File: src/rtl/rom_arb_pkg.sv
// Shared encodings for the firmware ROM port arbiter: FSM states, grant bit
// positions and counter widths.
package rom_arb_pkg;

    localparam logic [1:0] ST_IDLE  = 2'd0;
    localparam logic [1:0] ST_GNT_I = 2'd1;
    localparam logic [1:0] ST_GNT_D = 2'd2;

    localparam int GNT_I_BIT = 0;
    localparam int GNT_D_BIT = 1;

    localparam int STREAK_W = 8;
    localparam int TMO_W    = 8;

    typedef enum logic [1:0] {
        IDLE  = ST_IDLE,
        GNT_I = ST_GNT_I,
        GNT_D = ST_GNT_D
    } arb_state_e;

endpackage

File: src/rtl/arb_timeout_ctr.sv
// Clear/enable counter that flags expiry once LIMIT-1 enabled cycles have elapsed
// since the last clear; holds at the expiry value until cleared.
module arb_timeout_ctr
    import rom_arb_pkg::*;
#(
    parameter int CNT_W = TMO_W,
    parameter int LIMIT = 16
) (
    input  logic clk,
    input  logic rst_n,
    input  logic i_clr,
    input  logic i_en,
    output logic o_expire
);

    localparam logic [CNT_W-1:0] LAST = CNT_W'(LIMIT - 1);

    logic [CNT_W-1:0] r_count;

    always_ff @(posedge clk or negedge rst_n) begin
        if (!rst_n) begin
            r_count <= '0;
        end else if (i_clr) begin
            r_count <= '0;
        end else if (i_en && (r_count != LAST)) begin
            r_count <= r_count + 1'b1;
        end
    end

    assign o_expire = (r_count == LAST);

endmodule

File: src/rtl/rom_port_arbiter.sv
// Registered arbiter sharing the single-ported firmware ROM between the CPU ibus
// and the dbus ROM window, with grant locking, bounded dbus wait and ack timeout.
module rom_port_arbiter
    import rom_arb_pkg::*;
#(
    parameter int ADDR_W     = 15,
    parameter int DATA_W     = 32,
    parameter int MAX_IBURST = 4,
    parameter int TIMEOUT    = 16
) (
    input  logic              clk,
    input  logic              rst_n,
    input  logic [ADDR_W-1:0] i_addr,
    input  logic              i_cyc,
    input  logic              i_stb,
    output logic              i_ack,
    output logic              i_err,
    output logic [DATA_W-1:0] i_dat,
    input  logic [ADDR_W-1:0] d_addr,
    input  logic              d_stb,
    output logic              d_ack,
    output logic              d_err,
    output logic [DATA_W-1:0] d_dat,
    output logic [ADDR_W-1:0] rom_addr,
    output logic              rom_stb,
    input  logic [DATA_W-1:0] rom_dat,
    input  logic              rom_ack,
    output logic [1:0]        grant,
    output logic              timeout_evt
);

    localparam logic [STREAK_W-1:0] BURST_MAX = STREAK_W'(MAX_IBURST);

    arb_state_e          r_state;
    arb_state_e          w_state_nxt;
    logic [STREAK_W-1:0] r_streak;
    logic [STREAK_W-1:0] w_streak_nxt;

    logic w_ireq;
    logic w_dreq;
    logic w_own_req;
    logic w_tmo_clr;
    logic w_tmo_en;
    logic w_tmo_expire;

    assign w_ireq = i_cyc & i_stb;
    assign w_dreq = d_stb;

    // Read data is broadcast; only the owner's ack qualifies it.
    assign i_dat = rom_dat;
    assign d_dat = rom_dat;

    always_ff @(posedge clk or negedge rst_n) begin
        if (!rst_n) begin
            r_state  <= IDLE;
            r_streak <= '0;
        end else begin
            r_state  <= w_state_nxt;
            r_streak <= w_streak_nxt;
        end
    end

    // Every grant is preceded by at least one IDLE cycle, so clearing in IDLE
    // gives a fresh count on each grant entry.
    assign w_tmo_clr = (r_state == IDLE);
    assign w_tmo_en  = (r_state != IDLE) && !rom_ack;

    arb_timeout_ctr #(
        .CNT_W (TMO_W),
        .LIMIT (TIMEOUT)
    ) u_tmo (
        .clk      (clk),
        .rst_n    (rst_n),
        .i_clr    (w_tmo_clr),
        .i_en     (w_tmo_en),
        .o_expire (w_tmo_expire)
    );

    always_comb begin
        w_state_nxt  = r_state;
        w_streak_nxt = r_streak;
        w_own_req    = 1'b0;
        grant        = '0;
        rom_stb      = 1'b0;
        rom_addr     = '0;
        i_ack        = 1'b0;
        d_ack        = 1'b0;
        i_err        = 1'b0;
        d_err        = 1'b0;

        unique case (r_state)
            IDLE: begin
                // A late rom_ack here is deliberately ignored.
                if (w_dreq && (!w_ireq || (r_streak == BURST_MAX))) begin
                    w_state_nxt  = GNT_D;
                    w_streak_nxt = '0;
                end else if (w_ireq) begin
                    w_state_nxt = GNT_I;
                    if (w_dreq && (r_streak != BURST_MAX)) begin
                        w_streak_nxt = r_streak + 1'b1;
                    end
                end
                if (!w_dreq) begin
                    w_streak_nxt = '0;
                end
            end
            GNT_I: begin
                w_own_req        = w_ireq;
                grant[GNT_I_BIT] = 1'b1;
                rom_stb          = 1'b1;
                rom_addr         = i_addr;
                i_ack            = w_own_req & rom_ack;
                i_err            = w_own_req & ~rom_ack & w_tmo_expire;
            end
            GNT_D: begin
                w_own_req        = w_dreq;
                grant[GNT_D_BIT] = 1'b1;
                rom_stb          = 1'b1;
                rom_addr         = d_addr;
                d_ack            = w_own_req & rom_ack;
                d_err            = w_own_req & ~rom_ack & w_tmo_expire;
            end
            default: begin
                w_state_nxt = IDLE;
            end
        endcase

        // Abort, ack and timeout all release the ROM back to IDLE.
        if ((r_state == GNT_I) || (r_state == GNT_D)) begin
            if (!w_own_req || rom_ack || w_tmo_expire) begin
                w_state_nxt = IDLE;
            end
        end
    end

    assign timeout_evt = i_err | d_err;

endmodule

File: config.mk
export PLATFORM = sky130hd
export DESIGN_NAME = rom_port_arbiter
export DESIGN_NICKNAME = d
export VERILOG_FILES = /design/src/rtl/rom_arb_pkg.sv /design/src/rtl/arb_timeout_ctr.sv /design/src/rtl/rom_port_arbiter.sv
export SDC_FILE = /design/constraint.sdc
export NUM_CORES = 1
export LEC_CHECK = 0
export CAP_MARGIN = 20
export CORE_MARGIN = 1
export CORE_UTILIZATION = 33
export CTS_BUF_LIST = sky130_fd_sc_hd__clkbuf_4 sky130_fd_sc_hd__clkbuf_8
export CTS_CLUSTER_DIAMETER = 80
export DETAILED_ROUTE_END_ITERATION = 6
export PLACE_DENSITY_LB_ADDON = 0.15
export SYNTH_ARGS = -nofsm -noshare
export SYNTH_HDL_FRONTEND = slang
export SYNTH_HIERARCHICAL = 1
export SYNTH_SLANG_ARGS = --single-unit
File: constraint.sdc
create_clock -name clk -period 2.4 [get_ports clk]
set_input_delay 0.36 -clock clk [delete_from_list [all_inputs] [get_ports clk]]
set_output_delay 0.36 -clock clk [all_outputs]
set_load 0.01 [all_outputs]
==> results of run 1 <==
## final timing paths
kind                                  start          endpoint  cells past startpoint
min in group clk           u_tmo/r_count[1]  u_tmo/r_count[1]                      2
max in group asynchronous             rst_n        r_state[0]                      2
max reg2reg                      r_state[0]  u_tmo/r_count[7]                      6
max                              r_state[1]      rom_addr[14]                      6
min reg2reg                u_tmo/r_count[1]  u_tmo/r_count[1]                      2
min                                   rst_n       r_streak[0]                      2
## kinds of logic (layout without fill, tap and decap cells)
logic type      count (synthesis)  after routing  synth area share, %
fa+ha+maj                       6              6                4.138
mux                             2              2                1.379
buf+inv                        80             76                30.48
simple gates                   60             60                20.28
flops                          18             18                24.83
xor+xnor                        3              3                1.449
compound gates                 46             46                17.45
## per-layer routing
metal / vias to the layer above / share of wire, % / GRT usage, %
met2: 74 / 46 / 24.27
met4: 0 / 1.9 / 6.154
met1: 681 / 41 / 16.99
li1: 686 / - / -
met5: - / 0 / 0
met3: 11 / 11 / 3.473
## state kept, by name, summed over array words and instances (netlist names)
register       flops
r_state            2
r_streak           8
u_tmo/r_count      8
## power breakdown
group	switching [mW]	internal, mW
clock network	0.108	0.146
registers	0.0386	0.333
logic	0.477	0.526
## layout by cell type (no fill, tap or decap), types with 2 or more instances in the layout
cell type,Yosys,routed
clkdlybuf4s50_1,0,47
a22oi_1,18,18
dfrtp_1,18,17
nor2b_1,16,16
a21oi_1,11,11
dlymetal6s2s_1,0,11
nand4_1,9,9
nor2_1,6,6
nand3_1,6,6
o21ai_0,6,6
or3_1,6,6
buf_4,66,6
nand2_1,5,5
inv_1,6,4
ha_1,6,4
clkbuf_8,0,4
and3_1,3,3
nand2b_1,3,3
xor2_1,3,3
inv_2,0,2
a311oi_1,2,2
o22ai_1,2,2
ha_4,0,2
buf_6,0,2
a211oi_1,2,2
## through the flow
| step | util [%] | instances | hold WS (ns) |
|---|---|---|---|
| final | 40.89 | 281 | 0.4273 |
| after CTS | 39.98 | 279 | 0.4308 |
| after floorplan | - | 215 | 0.06441 |
| after global placement | 38.22 | 274 | 0.5573 |
| after detailed placement | 38.22 | 274 | 0.5791 |
| after global routing | 40.89 | 281 | 0.4316 |
## cell type report
| cell class | count | area [um^2] | share of cell area, % |
|---|---|---|---|
| multi-input cells | 117 | 835.8 | 39.27 |
| repair buffers | 66 | 675.6 | 31.75 |
| well taps | 70 | 87.58 | 4.115 |
| inverters | 6 | 22.52 | 1.058 |
| flip-flops and latches | 18 | 451.7 | 21.22 |
| clock buffers | 4 | 55.05 | 2.587 |
## timing repair
action / in CTS / in global routing
buffers inserted: 1 / 2
hold buffers: 0 / 0
endpoints found under the setup margin: 18 / 18
gates resized for setup: 7 / 13
pin swaps: 1 / 0
hold endpoints to repair: 0 / 0
==> metrics.md, run 1 <==
| Metric | Value |
|---|---|
| Instance area at placement | `1989 um^2` |
| Routability congestion estimate from global placement | `0.7785` |
| Average routed wire per standard cell | `15.06 um` |
| Number of enable flip-flop cells after synthesis | `0` |
| Placement Rows | `26` |
| Placeable Area | `5205 um^2` |
| Share of flip-flops with an asynchronous set or reset after synthesis | `between 90% and 100%` |
| Cell chain of the critical path | `inv_2, ha_4, buf_6, a22oi_1, nor2b_1, clkdlybuf4s50_1` |
| Endpoint required time on the critical path | `2.04 ns` |
| Post-route total power | `1.628 mW` |
| Number of instances in the synthesized netlist | `215` |
| Number of antenna violations at the first check in global routing | `0` |
| Leading post-synthesis cells by instance count | `66 x buf_4, 18 x a22oi_1, 18 x dfrtp_1` |
| Relative slew slack | `77.03%` |
| Initial DRC count | `33` |
| Worst IR Drop VDD | `369.5 uV` |
| Number of ports placed on the die boundary | `between 150 and 200` |
| Worst-case clock skew | `0.001094 ns` |
| Cell leakage power | `0.9549 nW` |
| Global-route wire length before repair | `6706 um` |
| Syn_nets | `289` |
| Die footprint | `5798 um^2` |
| Final-report max-slew violation count | `0` |
| Detailed Place HPWL | `3129 um` |
| Sum of negative setup slack | `0 ns` |
| Number of global-route vias before repair | `1391` |
| Buffer and inverter count on the worst path | `3` |
| Register-to-register path setup slack | `around 0.6 ns` |
| Vertical extent of the die | `76.15 um` |
| Setup slack of the critical path after layout | `0.1235 ns` |
| Maximum number of pins on one net before global-route repair | `28` |
| Root Buffer | `clkbuf_8` |
| Worst-path cell with the longest stage delay | `clkdlybuf4s50_1` |
| Hold Vio Cnt, Final | `0` |
| Via/cell ratio | `about 5.2` |
| Endpoint type of the worst setup path | `output pin` |
| Arrival @ worst endpoint | `1.92 ns` |
| Total wirelength of the detailed-routed design | `4233 um` |
| F_max | `0.4393 GHz` |
| Max_cap viols | `0` |
| Share of the clock period used by the worst path after layout | `94.85%` |
| Fraction of the yosys area taken by sequential cells | `24.83%` |
| Number of clock sinks | `18` |
| Maximum single-stage delay on the critical path | `approximately 0.55 ns` |
| Number of levels the H-tree was split into | `1` |
| Post-synthesis instance area | `1814 um^2` |
| Biggest area contributors in the synthesized netlist | `buf_4 27%, dfrtp_1 25%, a22oi_1 7.4%, nor2b_1 5.5%, ha_1 4.1%` |
| Status | `complete, no violations` |
| Overall overflow remaining after global route | `0` |
| Min Tclk post-route | `2.276 ns` |
| Power per cell area | `765.0 nW/um^2` |
| DRT Pass-1 Iters | `4` |
| Cts bufs inserted | `3` |
| Starting density of the core | `34.86%` |
| Main synth FF type | `dfrtp_1` |
| Filler instances | `around 500` |
| Syn. warnings | `6` |
| Overall via count from detail_route | `1452` |
| Post-synth top area share | `27.31%` |
| Design area | `~2100 um^2` |
| Highest fanout seen on the critical path | `12` |
| Area added between synthesis and finish | `17.31%` |
| RSZ-0062 raised after global routing | `no` |
| TritonCTS clock tree | `done` |
| Clock buffer depth | `2` |
| Family with the most delay on the worst path | `buffers and inverters` |
| Worst slack after detailed placement | `around 0.15 ns` |
| Area leader, netlist | `buf_4` |
| Count of unique library cells instantiated by Yosys | `36` |
| Setup violations, final | `0` |
| Later-pin clock latency in the skew report | `about 0.26 ns` |
| Number of nets with antenna violations after detailed routing | `0` |
| Total GRT Usage | `about 14%` |
| Ratio of cells with drive above 1 in the final layout | `11.37%` |
| Number of nets at the end of the flow | `286` |
| Average cell area after synthesis | `8.438 um^2` |
| Post-synthesis register bit count | `18` |
| Count of antenna diodes in the layout | `0` |
| Port Buffer Count | `58` |
| Remaining design rule violation count | `0` |
| Die X | `76.15 um` |
| Slew at the pin closest to its max-slew limit | `0.3433 ns` |
| Critical Path Start Type | `flop` |
| Hold crit path type | `input pin to async pin` |
| Most repeated cell in the gate-level netlist after synthesis | `buf_4` |
| Setup Crit Path Kind | `flop to output pin` |
| CTS clk-pin slew, worst paths | `about 0.070 ns` |
(Power assumes the default switching activity.)
==> run 2: changes to the inputs <==
--- a/config.mk
+++ b/config.mk
@@ -14,5 +14,4 @@
 export PLACE_DENSITY_LB_ADDON = 0.15
 export SYNTH_ARGS = -nofsm -noshare
 export SYNTH_HDL_FRONTEND = slang
-export SYNTH_HIERARCHICAL = 1
 export SYNTH_SLANG_ARGS = --single-unit
==> metrics.md, run 2 <==
| Metric | Value |
|---|---|
| Number of nets at the end of the flow | `286 (unchanged)` |
| Setup slack of the critical path after layout | `0.08104 ns (-0.04249 ns)` |
| Highest fanout seen on the critical path | `16 (+4)` |
| Average routed wire per standard cell | `13.80 um (-8.4%)` |
| Post-synthesis instance area | `1785 um^2 (-1.6%)` |
| Placement Rows | `26 (unchanged)` |
| Number of ports placed on the die boundary | `155 (unchanged)` |
| Number of global-route vias before repair | `1267 (-8.9%)` |
| Layer with the highest usage | `met2` |
| Setup violations, final | `0 (unchanged)` |
| Hold Vio Cnt, Final | `0 (unchanged)` |
| Die X | `75.56 um (-0.77%)` |
| Number of levels the H-tree was split into | `1 (unchanged)` |
| Startpoint of the most critical register-to-register path | `u_tmo.r_count[0]` |
| Via/cell ratio | `4.808 (-7.0%)` |
| Met1 routing resource usage after global routing | `17.06% (+0.073 points)` |
| Biggest area contributors in the synthesized netlist | `buf_4 27%, dfrtp_1 25%, a22oi_1 6.3%, nor2b_1 5.3%, ha_1 4.2%` |
| Instance area at placement | `1971 um^2 (-0.94%)` |
| Detailed Place HPWL | `2961 um (-5.4%)` |
| Cts bufs inserted | `3 (unchanged)` |
| Endpoint type of the worst setup path | `output pin` |
| Number of antenna violations at the first check in global routing | `0 (unchanged)` |
| Filler instances | `525 (+2.3%)` |
| Share of the clock period used by the worst path after layout | `96.62% (+1.8 points)` |
| Post-synthesis register bit count | `18 (unchanged)` |
| Syn_nets | `291 (+0.69%)` |
| Registers with the highest flip-flop counts | `r_streak x8, u_tmo.r_count x8, r_state x2` |
| Initial DRC count | `32 (-3.0%)` |
| Overall via count from detail_route | `1351 (-7.0%)` |
| Critical R2R Capture | `u_tmo.r_count[1]` |
| Finished Core Util | `39.77% (-1.1 points)` |
| Cell leakage power | `0.8390 nW (-12%)` |
| Relative slew slack | `72.60% (-4.4 points)` |
| TritonCTS clock tree | `done` |
| Max_cap viols | `0 (unchanged)` |
| F_max | `0.4312 GHz (-1.8%)` |
| Routability congestion estimate from global placement | `0.7314 (-6.1%)` |
| Endpoint required time on the critical path | `2.04 ns (about the same)` |
| Count of antenna diodes in the layout | `0 (unchanged)` |
| Starting density of the core | `34.52% (-0.34 points)` |
| Cell chain of the critical path | `inv_1, ha_1, buf_6, a22oi_1, nor2b_1, clkdlybuf4s50_1` |
| GR Util met3 | `2.381% (-1.1 points)` |
| Clock buffer depth | `2 (unchanged)` |
| CTS clk-pin slew, worst paths | `0.07 ns (about the same)` |
| CTS Hold Bufs | `0 (unchanged)` |
| Number of enable flip-flop cells after synthesis | `0 (unchanged)` |
| Count of unique library cells instantiated by Yosys | `34 (-5.6%)` |
| Worst Reg-to-Reg Cells | `5 (-1)` |
| Status | `complete, no violations` |
| Number of clock sinks | `18 (unchanged)` |
| Global-route wire length before repair | `5844 um (-13%)` |
| Slew at the pin closest to its max-slew limit | `0.4110 ns (+0.06775 ns)` |
| Placeable Area | `5172 um^2 (-0.62%)` |
| Worst IR Drop VDD | `418.2 uV (+13%)` |
| Area added between synthesis and finish | `15.21%` |
| Total wirelength of the detailed-routed design | `3879 um (-8.4%)` |
| Area leader, netlist | `buf_4` |
| Overall overflow remaining after global route | `0 (unchanged)` |
| Worst slack after detailed placement | `0.1939 ns (+0.04406 ns)` |
| Later-pin clock latency in the skew report | `0.25 ns (about the same)` |
| Worst-path cell with the longest stage delay | `clkdlybuf4s50_1` |
| Critical Path Start Type | `flop` |
| Maximum number of pins on one net before global-route repair | `20 (-29%)` |
| Share of flip-flops with an asynchronous set or reset after synthesis | `100.0% (unchanged)` |
| Remaining design rule violation count | `0 (unchanged)` |
| Worst-case clock skew | `0.003583 ns (+0.002490 ns)` |
| Buffer and inverter count on the worst path | `3 (unchanged)` |
| Register-to-register path setup slack | `0.75 ns (+0.16 ns)` |
| Arrival @ worst endpoint | `1.96 ns (+0.04 ns)` |
| Total GRT Usage | `13.43% (-0.81 points)` |
| Die footprint | `5709 um^2 (-1.5%)` |
| Family with the most delay on the worst path | `buffers and inverters` |
| Most repeated cell in the gate-level netlist after synthesis | `buf_4` |
| Maximum single-stage delay on the critical path | `0.56 ns (about the same)` |
| Main synth FF type | `dfrtp_1` |
| Average cell area after synthesis | `8.228 um^2 (-2.5%)` |
| Power per cell area | `686.7 nW/um^2 (-10%)` |
| Number of instances in the synthesized netlist | `217 (+0.93%)` |
| Ratio of cells with drive above 1 in the final layout | `9.005% (-2.4 points)` |
| Syn. warnings | `0 (-6)` |
| Vertical extent of the die | `75.56 um (-0.77%)` |
| Leading post-synthesis cells by instance count | `64 x buf_4, 18 x dfrtp_1, 15 x a22oi_1, 15 x nor2b_1, 14 x nor2_1` |
| Fraction of the yosys area taken by sequential cells | `25.23% (+0.40 points)` |
| Met2 GRT Util | `21.43% (-2.8 points)` |
| Min Tclk post-route | `2.319 ns (+0.04249 ns)` |
| Post-synth top area share | `26.91% (-0.40 points)` |
| Setup Crit Path Kind | `flop to output pin` |
| Number of nets with antenna violations after detailed routing | `0 (unchanged)` |
| Most frequent standard cell in the layout excluding fill and tap cells | `clkdlybuf4s50_1` |
| Post-route total power | `1.412 mW (-13%)` |
| Final-report max-slew violation count | `0 (unchanged)` |
| Root Buffer | `clkbuf_8` |
| Hold crit path type | `input pin to async pin` |
| DRT Pass-1 Iters | `4 (unchanged)` |
| Design area | `2057 um^2 (-3.4%)` |
| Hold WS | `0.4417 ns (+0.01438 ns)` |
| Commonest cells after routing, fill and taps aside | `54 x clkdlybuf4s50_1, 18 x dfrtp_1, 15 x a22oi_1, 15 x nor2b_1, 14 x nor2_1` |
| Port Buffer Count | `58 (unchanged)` |
run 2: timing repair:
item                                    in CTS  in global routing
endpoints found under the setup margin      15                 17
setup buffers                                0                  0
resized for setup                            1                  9
run 2: report_power, final:
part / switching, mW / internal (mW) / total [mW]
sequential: 0.0348 / 0.335 / 0.370
clock: 0.104 / 0.146 / 0.250
combinational: 0.371 / 0.422 / 0.793
total: 0.510 / 0.903 / 1.41
run 2: metrics by stage:
| stage | cells | TNS (ns) |
|---|---|---|
| 2_1_floorplan | 217 | 0 |
| 3_3_place_gp | 277 | 0 |
| 3_5_place_dp | 277 | 0 |
| 4_1_cts | 281 | 0 |
| 5_1_grt | 281 | -0.05317 |
| 6_report | 281 | 0 |
run 2: how the worst max path moves through the flow:
stage,slack [ns],cells after the start,to,from
floorplan,0.52,6,rom_addr[9],r_state[0]
global placement,0.22,4,timeout_evt,i_cyc
detailed placement,0.19,4,timeout_evt,i_cyc
CTS,0.02,4,rom_addr[1],r_state[1]
global route,-0.01,6,rom_addr[11],r_state[1]
finish,0.08,6,rom_addr[5],r_state[1]
run 2: cell families after synthesis:
family	Yosys count	synth area share [%]
xor+xnor	6	2.943
fa+ha+maj	6	4.205
flops	18	25.23
buf+inv	81	31.04
simple gates	63	20.11
mux	1	0.5606
compound gates	42	15.91
run 2: final cells by class:
class	count	area, um^2	area share, %
Sequential cell	18	450.4	21.90
Clock buffer	4	55.05	2.676
Inverter	7	26.28	1.277
Tap cell	70	87.58	4.258
Timing Repair Buffer	64	643.1	31.27
Multi-Input combinational cell	118	794.5	38.63
run 2: routing by layer:
metal	routed length, um	share of wire [%]
met5	0	0
met4	63	1.6
met3	202	5.2
met2	1964	51
met1	1649	43
